**config.mk**
```make
export PLATFORM = sky130hd
export DESIGN_NAME = xor_serial_arbiter
export DESIGN_NICKNAME = d
export VERILOG_FILES = /design/src/rtl/xor_serial_arbiter.sv
export SDC_FILE = /design/constraint.sdc
export NUM_CORES = 1
export LEC_CHECK = 0
export ABC_AREA = 1
export BUFFER_PORTS_ARGS = -buffer_cell sky130_fd_sc_hd__buf_2
export CAP_MARGIN = 40
export CORE_UTILIZATION = 45
export DETAILED_ROUTE_END_ITERATION = 8
export GPL_ROUTABILITY_DRIVEN = 0
export PLACE_DENSITY_LB_ADDON = 0.15
export SYNTH_ARGS = -nofsm -noshare
export SYNTH_HDL_FRONTEND = slang
export SYNTH_SLANG_ARGS = --single-unit
```
**constraint.sdc**
```tcl
create_clock -name CLK -period 6.2 [get_ports CLK]
set_clock_uncertainty 0.2 [all_clocks]
set_input_delay 1.24 -clock CLK [delete_from_list [all_inputs] [get_ports CLK]]
set_output_delay 1.24 -clock CLK [all_outputs]
set_load 0.03 [all_outputs]
```
**src/rtl/xor_serial_arbiter.sv**
```systemverilog
// xor_serial_arbiter
// Time-shares one single-bit XOR gate among NREQ requesters. A round-robin
// arbiter grants one requester. Its two WIDTH-bit operands are then streamed
// LSB-first through the gate, one bit per clock. The result is returned with a
// one-cycle completion pulse that carries the requester index.
//
// Ports:
//   CLK      rising-edge clock
//   RST      asynchronous active-high reset
//   REQ      per-requester request level (bit i = requester i)
//   A_IN     operand A, requester i at [i*WIDTH +: WIDTH]
//   B_IN     operand B, same packing
//   GNT      one-hot grant, zero when idle
//   BUSY     high while shifting or signalling completion
//   F_OUT    last completed result, held until the next completion
//   DONE     one-cycle completion pulse
//   DONE_ID  index of the requester whose result is on F_OUT
module xor_serial_arbiter #(
    parameter int unsigned WIDTH = 8,
    parameter int unsigned NREQ  = 4
) (
    input  logic                      CLK,
    input  logic                      RST,
    input  logic [NREQ-1:0]           REQ,
    input  logic [NREQ*WIDTH-1:0]     A_IN,
    input  logic [NREQ*WIDTH-1:0]     B_IN,
    output logic [NREQ-1:0]           GNT,
    output logic                      BUSY,
    output logic [WIDTH-1:0]          F_OUT,
    output logic                      DONE,
    output logic [$clog2(NREQ)-1:0]   DONE_ID
);

    localparam int unsigned IDW = $clog2(NREQ);
    localparam int unsigned CW  = $clog2(WIDTH + 1);

    typedef enum logic [1:0] {StIdle, StShift, StDone} state_e;

    state_e             state_q;
    logic [IDW-1:0]     last_q;
    logic [IDW-1:0]     winner_q;
    logic [CW-1:0]      cnt_q;
    logic [WIDTH-1:0]   a_sh_q;
    logic [WIDTH-1:0]   b_sh_q;
    // The oldest result bit is never read before it is shifted out, so only
    // WIDTH-1 bits are stored. The incoming gate bit completes the word.
    logic [WIDTH-2:0]   r_sh_q;

    logic               found;
    logic [IDW-1:0]     pick;
    logic [IDW-1:0]     idx;
    int unsigned        pick_base;
    logic               f;
    logic [WIDTH-1:0]   r_next;

    // Round-robin search that starts just after the last winner. IDW-bit
    // addition wraps naturally because NREQ is a power of two.
    always_comb begin
        found = 1'b0;
        pick  = last_q;
        idx   = last_q;
        for (int unsigned i = 1; i <= NREQ; i++) begin
            idx = last_q + IDW'(i);
            if (!found && REQ[idx]) begin
                found = 1'b1;
                pick  = idx;
            end
        end
        pick_base = 32'(pick) * WIDTH;
    end

    // The shared gate
    assign f      = a_sh_q[0] ^ b_sh_q[0];
    assign r_next = {f, r_sh_q};

    always_ff @(posedge CLK or posedge RST) begin
        if (RST) begin
            state_q  <= StIdle;
            last_q   <= IDW'(NREQ - 1);
            winner_q <= '0;
            cnt_q    <= '0;
            a_sh_q   <= '0;
            b_sh_q   <= '0;
            r_sh_q   <= '0;
            GNT      <= '0;
            BUSY     <= 1'b0;
            F_OUT    <= '0;
            DONE     <= 1'b0;
            DONE_ID  <= '0;
        end else begin
            unique case (state_q)
                StIdle: begin
                    if (found) begin
                        winner_q <= pick;
                        a_sh_q   <= A_IN[pick_base +: WIDTH];
                        b_sh_q   <= B_IN[pick_base +: WIDTH];
                        cnt_q    <= '0;
                        GNT      <= NREQ'(1) << pick;
                        BUSY     <= 1'b1;
                        state_q  <= StShift;
                    end
                end
                StShift: begin
                    if (!REQ[winner_q]) begin
                        // Abort: drop the operation silently, F_OUT/DONE_ID keep old values
                        GNT     <= '0;
                        BUSY    <= 1'b0;
                        last_q  <= winner_q;
                        state_q <= StIdle;
                    end else begin
                        a_sh_q <= a_sh_q >> 1;
                        b_sh_q <= b_sh_q >> 1;
                        r_sh_q <= r_next[WIDTH-1:1];
                        cnt_q  <= cnt_q + CW'(1);
                        if (cnt_q == CW'(WIDTH - 1)) begin
                            F_OUT   <= r_next;
                            DONE_ID <= winner_q;
                            DONE    <= 1'b1;
                            state_q <= StDone;
                        end
                    end
                end
                StDone: begin
                    DONE    <= 1'b0;
                    GNT     <= '0;
                    BUSY    <= 1'b0;
                    last_q  <= winner_q;
                    state_q <= StIdle;
                end
                default: begin
                    state_q <= StIdle;
                end
            endcase
        end
    end

endmodule

```
==> results.md, run 1 <==
- The total placed instance area is 3680 sq um.
- The post-route minimum period is 3.52 ns.
- Along the worst path, the maximum fanout reaches 29.
- The peak ir drop on the vdd network is slightly below 0.2 mV.
- Counting flops and latches in the post-synthesis netlist gives 49.
- The number of buffers inserted to repair setup after CTS is 0.
- The mean instance size in the synthesized netlist is 6.83 sq um.
- The clock latency on the worst-skew pair is 0.31 ns.
- Buffers placed on the I/O ports in this run total 85.
- Total power for the finished layout comes to 2.06 mW.
- In the post-route analysis, the smallest setup slack over all paths is 2.68 ns.
- Using the TritonRoute via totals, the vias-per-cell ratio works out to 4.89.
- The peak per-stage delay on the critical path is around 0.75 ns.
- The max-capacitance violation count is 0.
- The quantity of hold-fixing buffers added after cts is 0.
- Post-CTS repair changed the size of 0 cells.
- Together, buffers and inverters on the worst path number 2.
- In this run, placement finished with an instance count of ~640.
- In this run the power spent charging and discharging nets is between 1 and 1.5 mW.
- At the pin with the least slew margin, the transition time is roughly 0.66 ns.
- The initial antenna violation count came to 0.
- The final sum of negative setup slack is 0 ns.
- The final count of pins violating max slew is 0.
- The count of unresolved DRC violations after routing is 0.
- The worst setup path is launched from an input port.
- In the final layout, the share of cells above drive strength 1 is 0.240.
- The detail route stage leaves a number of antenna-violating nets equal to 0.
- The count of endpoints failing setup in the final report is 0.
- For this run, the register share of the synthesized area comes to 0.375.
- Timing would allow up to 284 MHz.
- The number of antenna diodes in the final layout is 0.
- The die span in x is approximately 87 um.
- At the end of the flow the core is filled with cells to 0.547.
- With fillers left out, the area of the finished cells amounts to 3770 sq um.
- Timing analysis after detailed placement gives a worst setup slack of between 2 and 2.5 ns.
- In this run the tightest slew margin relative to its limit is 0.562.
- The deepest clock path buffer count is 2.
- The TritonCTS clock tree is done.
- The kind of critical path is input port to flop.
- Measured along the y axis, the die boundary spans 87.3 um.
- The relative area change from synthesis to final layout is 15.3%.
- Clock tree synthesis inserted a total of 5 buffers.
- The number of hold-slack violations in the final timing report came to 0.
- Across every metal layer, demand over resource in global routing totals 0.222.
- The worst flop-to-flop path endpoint is a_sh_q[7].
- For this configuration, the core starts out at a cell density of 0.474.
- The internal power of the cells is 953 uW.
- The via count of the first global-routing pass is 3033.
- The sequential share of power is 0.257.
- The share of power burned in combinational logic is 0.648.
- After floorplanning, the core was sized to cover 6910 sq um.
- The arrival time at the worst endpoint is ~3.5 ns.
- The H-tree depth is 2.
- The run finished with clean final reports.
- After the last flow step, the layout net total stands at 625.
- After clock tree synthesis, the clock-pin slew on the worst setup and hold paths is about 0.090 ns.
- The worst hold path terminates at cnt_q[3].
- The most used cell along the critical path is nand2_1.
- The cell at the slowest stage of the critical path is nand2_1.
- The die area is 7620 sq um.
- Walking the worst path, the cells encountered are buf_2 -> nand2_1 -> nand2_1 -> nand2_1 -> nand2_2 -> nand2_2 -> nand3_2 -> nand2_1 -> inv_2 -> nand2_1 -> nand3_1 -> nand3_1 -> nand2_1.
- The total wirelength of the detailed-routed design is 7690 um.
- The number of synthesis warnings is 0.
- In this run, the number of DRC markers left after iteration 0 of detailed routing was 234.
- The number of logic stages on the critical path including buffering is 13.
- The total via count in the routed design is 3163.
- The post-detailed-placement half-perimeter wirelength is about 5800 um.
- Counting every instance in the synthesized netlist gives 479.
- The synthesized netlist occupies a cell area of 3270 sq um.
- The first global-routing pass estimated 13400 um of wire.
- The worst min-delay path startpoint is cnt_q[3].
- Dividing the final minimum period by the clock period gives 0.568.
- The startpoint identified for the worst register-to-register timing path is last_q[0].
- Entering global routing, the biggest net connects 40 pins.
- After floorplanning, the core was divided into 30 placement rows.
- For this run, the number of standard cells in the final layout without fillers is about 650.
- The detailed-routing iteration count for the pre-antenna-repair pass is 5.
- The worst register-to-register path has a setup slack of 2.87 ns.
- The clock network fraction of total power is 0.096.
- The final hold slack is 0.265 ns.
- The required time of the critical path is between 6 and 7 ns.
- In this design, the largest share of critical-path delay is due to simple AND/OR/NAND/NOR gates.
- Along the worst hold path, the cell count comes to 1.
- The worst setup path is captured at a flop.
- The filler cell count is 725.
- The power per standard cell area is between 500 and 600 nW/um^2.
- When the netlist entered floorplanning its net count stood at between 500 and 600.
- The count of clock tree sinks is approximately 50.
- The clock tree root buffer cell is clkbuf_8.
- The analysis attributes to cell leakage a power of 2.17 nW.
- Counting cells, the worst reg-to-reg path comes to 13.
- The type of the worst min-delay path is flop to flop.
- The number of distinct standard cells referenced by the synthesized netlist is 26.
- Setup repair after global routing left no endpoint under its margin.
- After detailed routing, the average wire length per cell comes to 11.9 um.
- The number of top-level pins is 86.
- For this run the aggregate overflow at the end of global routing stands at 0.
- Of the total power, the share spent switching nets is 0.537.
[cells in the final DEF (no fill, tap or decap)]
cell        count
a21oi_1         2
a21oi_2         1
a22o_1          1
a2bb2oi_1       1
buf_12          1
buf_16          1
buf_2          85
clkbuf_8        5
clkinvlp_4      2
dfrtp_1        47
dfstp_2         2
ha_1            5
inv_1          48
inv_2           6
inv_8           1
nand2_1       170
nand2_2        12
nand3_1        74
nand3_2        15
nand4_1         1
nor2_1         35
nor2_2          1
nor3_1          1
o21ai_0        31
o21ai_1         2
xor2_1          1
[cells by family after synthesis]
logic type | Yosys count | share of synthesized area
DFF | 49 | 0.375
and+or+nand+nor | 309 | 0.422
buffers and inverters | 77 | 0.119
AOI/OAI and AO/OA | 38 | 0.0615
xor gates and xnor gates | 1 | 0.00268
adders and majority gates | 5 | 0.0191
[metal layers]
metal	vias to the layer above	global-route usage	share of wire
met1	1428	0.279	0.46
met5	-	0	0
li1	1646	-	-
met2	77	0.391	0.49
met3	12	0.0332	0.035
met4	0	0.0700	0.019
[worst max path at each step]
| stage | end | from |
|---|---|---|
| 3_5_place_dp | b_sh_q[7] | REQ[2] |
| 5_1_grt | b_sh_q[5] | REQ[2] |
| 4_1_cts | a_sh_q[7] | REQ[2] |
| 2_1_floorplan | cnt_q[1] | REQ[1] |
| 6_report | a_sh_q[7] | REQ[2] |
| 3_3_place_gp | b_sh_q[0] | REQ[2] |
[sequential cells by signal (all words and copies together) (netlist names)]
signal,flops
F_OUT,8
cnt_q,4
GNT,4
a_sh_q,8
r_sh_q,7
b_sh_q,8
DONE,1
winner_q,2
state_q,2
last_q,2
BUSY,1
DONE_ID,2
[power groups by stage]
stage               combinational (mW)  clock [mW]  sequential [mW]
CTS                               1.34       0.202            0.529
floorplan                         1.16           0            0.550
global route                      1.54       0.216            0.546
finish                            1.33       0.197            0.528
global placement                  1.30           0            0.531
detailed placement                1.34           0            0.533
[synthesized netlist by cell type]
cell type	count	area share
a21oi_1	2	0.0031
a21oi_2	1	0.0027
a22o_1	1	0.0027
a2bb2oi_1	1	0.0027
buf_12	1	0.0061
buf_2	4	0.0061
buf_4	5	0.011
buf_6	5	0.017
buf_8	2	0.0092
clkbuf_1	6	0.0069
dfrtp_1	47	0.36
dfstp_2	2	0.016
ha_1	5	0.019
inv_1	49	0.056
inv_2	5	0.0057
nand2_1	170	0.19
nand2_2	12	0.023
nand3_1	74	0.11
nand3_2	15	0.046
nand4_1	1	0.0019
nor2_1	35	0.040
nor2_2	1	0.0019
nor3_1	1	0.0015
o21ai_0	31	0.047
o21ai_1	2	0.0031
xor2_1	1	0.0027
[final cells by class]
| type | instances | area [sq um] | area share |
|---|---|---|---|
| well taps | 96 | 120 | 0.0318 |
| flip-flops and latches | 49 | 1230 | 0.325 |
| multi-input cells | 353 | 1660 | 0.439 |
| inverters | 54 | 203 | 0.0537 |
| clock buffers | 5 | 68.8 | 0.0182 |
| repair buffers | 87 | 473 | 0.125 |
| clock inverters | 3 | 26.3 | 0.00696 |
No activity file was read; power rests on OpenSTA's default activity.
==> inputs of run 2 (changes only) <==
==> constraint.sdc (replaced) <==
create_clock -name CLK -period 3.15 [get_ports CLK]
set_clock_uncertainty 0.2 [all_clocks]
set_input_delay 0.63 -clock CLK [delete_from_list [all_inputs] [get_ports CLK]]
set_output_delay 0.63 -clock CLK [all_outputs]
set_load 0.03 [all_outputs]
==> results.md, run 2 (synthesized netlist as in run 1, its figures left out) <==
- The non-filler instance count after layout is 654 (+1.1%).
- The critical path is of the flop to flop type.
- The switching share of total power was 0.532 (-0.00484).
- The total wirelength of the detailed-routed design is 7790 um (+1.3%).
- The antenna diode instance count was 0 (unchanged).
- The type of the worst min-delay path is input port to async pin.
- The via count of the first global-routing pass is 3032 (-0.033%).
- The number of top-level pins was 86 (unchanged).
- The number of buffers inserted to repair setup after CTS was 0 (unchanged).
- The worst flop-to-flop path endpoint is a_sh_q[1].
- The routed design could run at a clock period as short as between 2 and 3 ns.
- The average vias per placed instance was 4.91 (+0.49%).
- The post-detailed-route count of antenna-violating nets is 0 (unchanged).
- The critical path launch point type is a flop.
- The peak per-stage delay on the critical path was 0.70 ns (-0.05 ns).
- The count of clock tree sinks is 49 (unchanged).
- The share of power burned in combinational logic is 0.655 (+0.007).
- The number of cell instances on the worst register-to-register path was 15 (+2).
- STA classifies the critical path endpoint as a flop.
- The detailed-routing iteration count for the pre-antenna-repair pass is 4 (-1).
- The global-route met1 utilization was 0.275 (-0.00358).
- The area of the core is 6910 sq um (unchanged).
- The final count of pins violating max slew is 0 (unchanged).
- The clock latency on the worst-skew pair was 0.29 ns (-0.02 ns).
- The slew at the pin closest to its max-slew limit came to 0.649 ns (-0.00584 ns).
- The library cell used most frequently in the layout, excluding fill and tap cells, is nand2_1.
- The arrival time at the worst endpoint is 2.67 ns (-0.85 ns).
- The quantity of hold-fixing buffers added after cts is 0 (unchanged).
- The power per standard cell area was 1080 nW/um^2 (+98%).
- The number of gates given a new drive strength after cts is 0 (unchanged).
- The worst max-slew margin expressed relative to the limit is 0.566 (+0.00390).
- The end-of-flow core utilization is 0.548 (+0.00163).
- The count of buffer and inverter cells on the critical path is 2 (unchanged).
- The busiest layer in global routing is met2.
- The clock transition at the registers of the reported paths is 0.09 ns (about the same).
- The required time of the critical path is 3.14 ns (-3.06 ns).
- The maximum number of pins on one net before global-route repair is 31 (-23%).
- The signal on the critical path passes through inv_2 -> nand2_1 -> nand2_1 -> nand2_2 -> nand2_2 -> inv_2 -> nand2_1 -> nand2_2 -> nand2_1 -> nand2_1 -> nand2_1 -> nand2_1 -> nand3_1 -> nand2_1 -> nand2_1.
- The final sum of negative setup slack is 0 ns (unchanged).
- The maximum fanout along the worst path came to 20 (-31%).
- The number of cells in the design after placement is 646 (+1.1%).
- The clock network fraction of total power came to 0.091 (-0.005).
- The die area is 7620 sq um (unchanged).
- The routed length per placed instance came to 11.9 um (+0.23%).
- The deepest clock path buffer count is 2 (unchanged).
- The kind of cell adding the most delay to the critical path is simple AND/OR/NAND/NOR gates.
- In the finished design, the share of the clock period the worst path needs comes to 0.849.
- The relative area change from synthesis to final layout is 15.7%.
- CTS placed an instance of clkbuf_8 at the clock tree root.
- The net load switching power is 2.18 mW (+97%).
- The initial detailed-routing violation count was 152 (-35%).
- The startpoint identified for the worst register-to-register timing path is last_q[0].
- The initial antenna violation count came to 0 (unchanged).
- The met3 track demand over resource in global routing is 0.0294 (-0.00379).
- The post-detailed-placement half-perimeter wirelength is 5850 um (+0.90%).
- The count of unresolved DRC violations after routing is 0 (unchanged).
- The max-capacitance violation count is 0 (unchanged).
- The initial standard-cell utilization of the core is 0.474 (unchanged).
- The H-tree depth is 2 (unchanged).
- The total global-route track usage is 0.218 (-0.00444).
- The sum of internal, switching and leakage power is 4.10 mW (+99%).
- The die span in x is 87.3 um (unchanged).
- The flow ran to the end, and the final reports show no timing, DRC or antenna violations.
- The count of endpoints failing setup in the final report was 0 (unchanged).
- The fraction of final layout cells with drive strength greater than 1 is 0.247 (+0.00775).
- The sequential share of power came to 0.254 (-0.003).
- The row count is 30 (unchanged).
- The largest registers in the layout are F_OUT: 8 flops, a_sh_q: 8 flops, b_sh_q: 8 flops.
- The number of buffers inserted during clock tree synthesis was 5 (unchanged).
- The count of nets after finishing came to 632 (+1.1%).
- The internal reg-to-reg setup slack was 0.48 ns (-2.39 ns).
- Setup repair after global routing left no endpoint under its margin.
- In the layout the commonest cells are 170 x nand2_1, 85 x buf_2, 74 x nand3_1.
- The total via count in the routed design came to 3213 (+1.6%).
- The peak ir drop on the vdd network is 0.374 mV (+90%).
- The first-pass GRT wire length is 13200 um (-1.8%).
- The number of I/O port buffers is 85 (unchanged).
- The static leakage is 2.19 nW (+1.1%).
- The number of hold-slack violations in the final timing report came to 0 (unchanged).
- The internal power of the cells is 1.92 mW (+100%).
- The overflow left after global routing is 0 (unchanged).
- The most used cell along the critical path is nand2_1.
- The die height came to 87.3 um (unchanged).
- The global routing met2 resource utilization is 0.386 (-0.00497).
- The TritonCTS clock tree is done.
- The cell at the slowest stage of the critical path is dfstp_2.
- The upper clock frequency limit is about 370 MHz.
-- run 2: worst max-delay path by stage --
stage / cells past startpoint / end / from
after floorplan: 9 / cnt_q[1] / REQ[1]
after CTS: 15 / a_sh_q[0] / last_q[0]
final: 15 / a_sh_q[1] / last_q[0]
after detailed placement: 15 / a_sh_q[0] / last_q[0]
after global placement: 15 / a_sh_q[1] / last_q[0]
after global routing: 15 / a_sh_q[1] / last_q[0]
-- run 2: final cells by class --
type / count / area (sq um)
Timing Repair Buffer: 94 / 493
Tap cell: 96 / 120
Fill cell: 720 / 3120
Inverter: 54 / 203
Clock inverter: 2 / 13.8
Clock buffer: 6 / 72.6
Multi-Input combinational cell: 353 / 1660
Sequential cell: 49 / 1230
-- run 2: metal layers --
layer | part of all wire | up-vias
met2 | 0.49 | 87
met4 | 0.016 | 0
met1 | 0.45 | 1456
met3 | 0.038 | 12
li1 | - | 1658
met5 | 0 | -
-- run 2: worst register-to-register path: stages (launching register included) --
cell and delay [ns]:
dfstp_2 0.70, inv_2 0.15, nand2_1 0.08, nand2_1 0.10, nand2_2 0.11, nand2_2 0.08, inv_2 0.09, nand2_1 0.07
nand2_2 0.06, nand2_1 0.38, nand2_1 0.18, nand2_1 0.06, nand2_1 0.05, nand3_1 0.11, nand2_1 0.10, nand2_1 0.05
-- run 2: per-stage QoR --
step	area [sq um]	hold slack, ns	setup slack (ns)
6_report	3790	0.150	0.476
5_1_grt	3790	0.181	0.201
4_1_cts	3790	0.167	0.474
3_5_place_dp	3700	0.260	0.487
3_3_place_gp	3700	0.253	0.596
2_1_floorplan	3270	0.234	1.12
-- run 2: power groups by stage --
stage | Clock (mW) | Sequential (mW) | Combinational (mW)
after floorplan | 0 | 1.08 | 2.28
after global placement | 0 | 1.04 | 2.66
after detailed placement | 0 | 1.05 | 2.70
after CTS | 0.376 | 1.04 | 2.72
after global routing | 0.402 | 1.07 | 3.08
final | 0.373 | 1.04 | 2.68
==> inputs of run 3 (changes only) <==
--- a/config.mk
+++ b/config.mk
@@ -5,7 +5,7 @@
 export SDC_FILE = /design/constraint.sdc
 export NUM_CORES = 1
 export LEC_CHECK = 0
-export ABC_AREA = 1
+export ABC_AREA = 0
 export BUFFER_PORTS_ARGS = -buffer_cell sky130_fd_sc_hd__buf_2
 export CAP_MARGIN = 40
 export CORE_UTILIZATION = 45
==> constraint.sdc (replaced) <==
create_clock -name CLK -period 2.2 [get_ports CLK]
set_clock_uncertainty 0.2 [all_clocks]
set_input_delay 0.44 -clock CLK [delete_from_list [all_inputs] [get_ports CLK]]
set_output_delay 0.44 -clock CLK [all_outputs]
set_load 0.03 [all_outputs]
==> results.md, run 3 <==
- The row count is 29 (-3.3%).
- The clock latency on the worst-skew pair is 0.30 ns (about the same).
- The initial standard-cell utilization of the core is 0.466 (-0.00790).
- Leaving out fill and tap cells, the most frequent cells in the layout are 85 x buf_2, 46 x dfrtp_1, 31 x nand2_1.
- The detailed-routing iteration count for the pre-antenna-repair pass came to 7 (+3).
- The count of clock tree sinks came to 49 (unchanged).
- The end-of-flow core utilization is 0.598 (+0.0500).
- The cell count after synthesis is 306 (-36%).
- The flop and latch count out of synthesis is 49 (unchanged).
- The power per standard cell area is 1400 nW/um^2 (+30%).
- The die height was 83.1 um (-4.8%).
- The total placed instance area was 3610 sq um (-2.3%).
- The slew at the pin closest to its max-slew limit came to 0.640 ns (-0.00932 ns).
- The fraction of synthesis flops using an asynchronous set or reset pin is 1.00 (unchanged).
- The max-capacitance violation count was 0 (unchanged).
- In this run the worst hold path is classified as input port to async pin.
- The count of unresolved DRC violations after routing is 1 (+1).
- The area taken by multi-input logic gates is 1530 sq um (-7.7%).
- The critical path launch point type is a flop.
- The total via count in the routed design is 2824 (-12%).
- In the post-synthesis netlist, the biggest area contributors are dfrtp_1 40%, mux2_2 6.8%, o221ai_1 4.7%, a22o_1 4.1%, nand2_1 4.1%.
- The via count of the first global-routing pass was 2785 (-8.1%).
- The area of all placed cells without fillers came to 3800 sq um (+0.33%).
- The final count of pins violating max slew came to 0 (unchanged).
- The fraction of final layout cells with drive strength greater than 1 came to 0.405 (+0.158).
- The upper clock frequency limit came to 471 MHz (+26%).
- The number of buffers inserted to repair setup after CTS came to 0 (unchanged).
- The share of the yosys chip area belonging to registers is 0.415 (+0.0398).
- The maximum number of pins on one net before global-route repair is 50 (+61%).
- The TritonCTS clock tree is done.
- Leaving out fill and tap cells, the most frequent cell in the layout is buf_2.
- By count the netlist is led by 47 x dfrtp_1, 32 x nand2_1, 22 x inv_1.
- The number of distinct standard cells referenced by the synthesized netlist is 45 (+73%).
- The first-pass GRT wire length is 13400 um (+1.7%).
- The count of buffer and inverter cells on the critical path is 1 (-1).
- The post-synthesis net count was 381 (-31%).
- The antenna diode instance count is 0 (unchanged).
- The post-detailed-route count of antenna-violating nets is 0 (unchanged).
- The number of I/O port buffers is 85 (unchanged).
- The worst setup path is of the flop to flop kind.
- The post-detailed-placement half-perimeter wirelength is 5890 um (+0.65%).
- The peak per-stage delay on the critical path came to 0.57 ns (-0.13 ns).
- The number of top-level pins is 86 (unchanged).
- The flow ran to the end, but the final reports show violations.
- The post-route minimum period is 2.13 ns (-0.549 ns).
- The number of buffers inserted during clock tree synthesis is 5 (unchanged).
- The filler cell count is 560 (-22%).
- The worst max-slew margin expressed relative to the limit is 0.573 (+0.00726).
- The most used flip-flop cell after synthesis is dfrtp_1.
- The kind of cell with the highest combined delay along the critical path is flip-flops.
- The final hold slack is 0.0960 ns (-0.0545 ns).
- The area taken by flip-flops and latches is 1230 sq um (+0.10%).
- The overflow left after global routing is 0 (unchanged).
- The maximum fanout along the worst path came to 15 (-25%).
- The initial antenna violation count is 0 (unchanged).
- The clock tree root buffer cell is clkbuf_8.
- Setup repair after global routing left no endpoint under its margin.
- The area fraction of the dominant cell type after synthesis is 0.397 (+0.0381).
- The total wirelength of the detailed-routed design is 8170 um (+4.9%).
- The area of the core came to 6350 sq um (-8.1%).
- The count of endpoints failing setup in the final report is 0 (unchanged).
- The count of nets after finishing is 474 (-25%).
- The clock transition at the registers of the reported paths came to 0.10 ns (about the same).
- For this design, the slowest cell found on the critical path is dfstp_2.
- The number of synthesis warnings is 0 (unchanged).
- The most instantiated library cell after synthesis is dfrtp_1.
- The largest registers in the layout are F_OUT: 8 flops, a_sh_q: 8 flops, b_sh_q: 8 flops.
- The mean instance size in the synthesized netlist is 9.67 sq um (+42%).
- The post-synthesis instance area is 2960 sq um (-9.6%).
- The average vias per placed instance is 5.92 (+21%).
- The deepest clock path buffer count is 2 (unchanged).
- The die area is 6900 sq um (-9.4%).
- The total global-route track usage is 0.242 (+0.0248).
- The sum of internal, switching and leakage power was 5.33 mW (+30%).
- The static leakage is 1.85 nW (-16%).
- STA classifies the critical path endpoint as a flop.
- The number of hold-slack violations in the final timing report is 0 (unchanged).
- The peak ir drop on the vdd network was 0.684 mV (+83%).
- The period utilization was 0.966 (+0.117).
- The initial detailed-routing violation count came to 170 (+12%).
- The required time of the critical path is 2.20 ns (-0.94 ns).
- The H-tree depth is 2 (unchanged).
- The final reports fail on DRC.
- The synthesized design spends more area on one cell type than any other, namely dfrtp_1.
- The count of flip-flops with a built-in enable after synthesis is 0 (unchanged).
- The arrival time at the worst endpoint came to 2.13 ns (-0.54 ns).
- The relative area change from synthesis to final layout is 28.4%.
- Walking the worst path, the cells encountered are mux2_4 -> and2_1 -> buf_4 -> o31ai_2 -> a311oi_1 -> a22o_1.
- The die span in x is 83.1 um (-4.8%).
- The routed length per placed instance is 17.1 um (+44%).
## run 3: cell count changes in the layout (fill, tap and decap cells not counted), sizes merged, moves of 15 or more
cell and delta:
nand2 -150, o21ai -22, buf +22, mux2 +19, inv -32, nor2 -31, o221ai +16, a21oi +15
nand3 -87
## run 3: final cells by class
cell class | count | area share
repair buffers | 116 | 0.191
well taps | 77 | 0.0254
multi-input cells | 205 | 0.402
inverters | 22 | 0.0217
clock inverters | 3 | 0.0181
clock buffers | 5 | 0.0181
flip-flops and latches | 49 | 0.324
## run 3: worst paths after layout
check / start / to / slack [ns] / depth (start not counted)
worst max register to register: last_q[1] / b_sh_q[2] / 0.07 / 6
worst min-delay path: RST / GNT[2] / 0.1 / 3
worst min register to register: BUSY / BUSY / 0.28 / 2
worst max-delay path: last_q[1] / b_sh_q[2] / 0.07 / 6
min in group CLK: BUSY / BUSY / 0.28 / 2
max in group asynchronous: RST / winner_q[1] / 1.25 / 3
## run 3: cell families after synthesis
group | share of synthesized area
flip-flops | 0.415
XOR/XNOR | 0.00592
adder cells (fa/ha/maj) | 0.0211
AND/OR/NAND/NOR | 0.129
multiplexers | 0.0803
AO/OA/AOI/OAI | 0.264
buffers and inverters | 0.0850
## run 3: report_power, final
group / leakage, nW / total [mW] / internal (mW) / switching, mW
Combinational: 1.16 / 2.96 / 1.37 / 1.59
Sequential: 0.614 / 1.58 / 1.31 / 0.272
Clock: 0.0687 / 0.790 / 0.458 / 0.331
## run 3: per-layer routing
| layer | part of all wire | vias up | global-route usage |
|---|---|---|---|
| li1 | - | 1337 | - |
| met1 | 0.45 | 1348 | 0.333 |
| met2 | 0.48 | 125 | 0.390 |
| met3 | 0.057 | 14 | 0.0447 |
| met4 | 0.013 | 0 | 0.0737 |
| met5 | 0 | - | 0 |
## run 3: what timing repair did
| item | in CTS | in global routing |
|---|---|---|
| resized for setup | 2 | 10 |
| endpoints found under the setup margin | 3 | 16 |
| hold buffers | 0 | 0 |
| endpoints found under the hold margin | 0 | 0 |
| pin swaps | 0 | 1 |
## run 3: worst min-delay path, delay by kind of cell
kind / cells / cell delay [ns]
buffers and inverters: 3 / 0.64
## run 3: stage by stage
step | setup WS (ns) | setup TNS (ns) | instances
2_1_floorplan | 0.0127 | 0 | 306
3_3_place_gp | -0.0919 | -0.264 | 469
3_5_place_dp | -0.0819 | -0.276 | 469
4_1_cts | 0.00269 | 0 | 477
5_1_grt | 0.00934 | 0 | 477
6_report | 0.0746 | 0 | 477
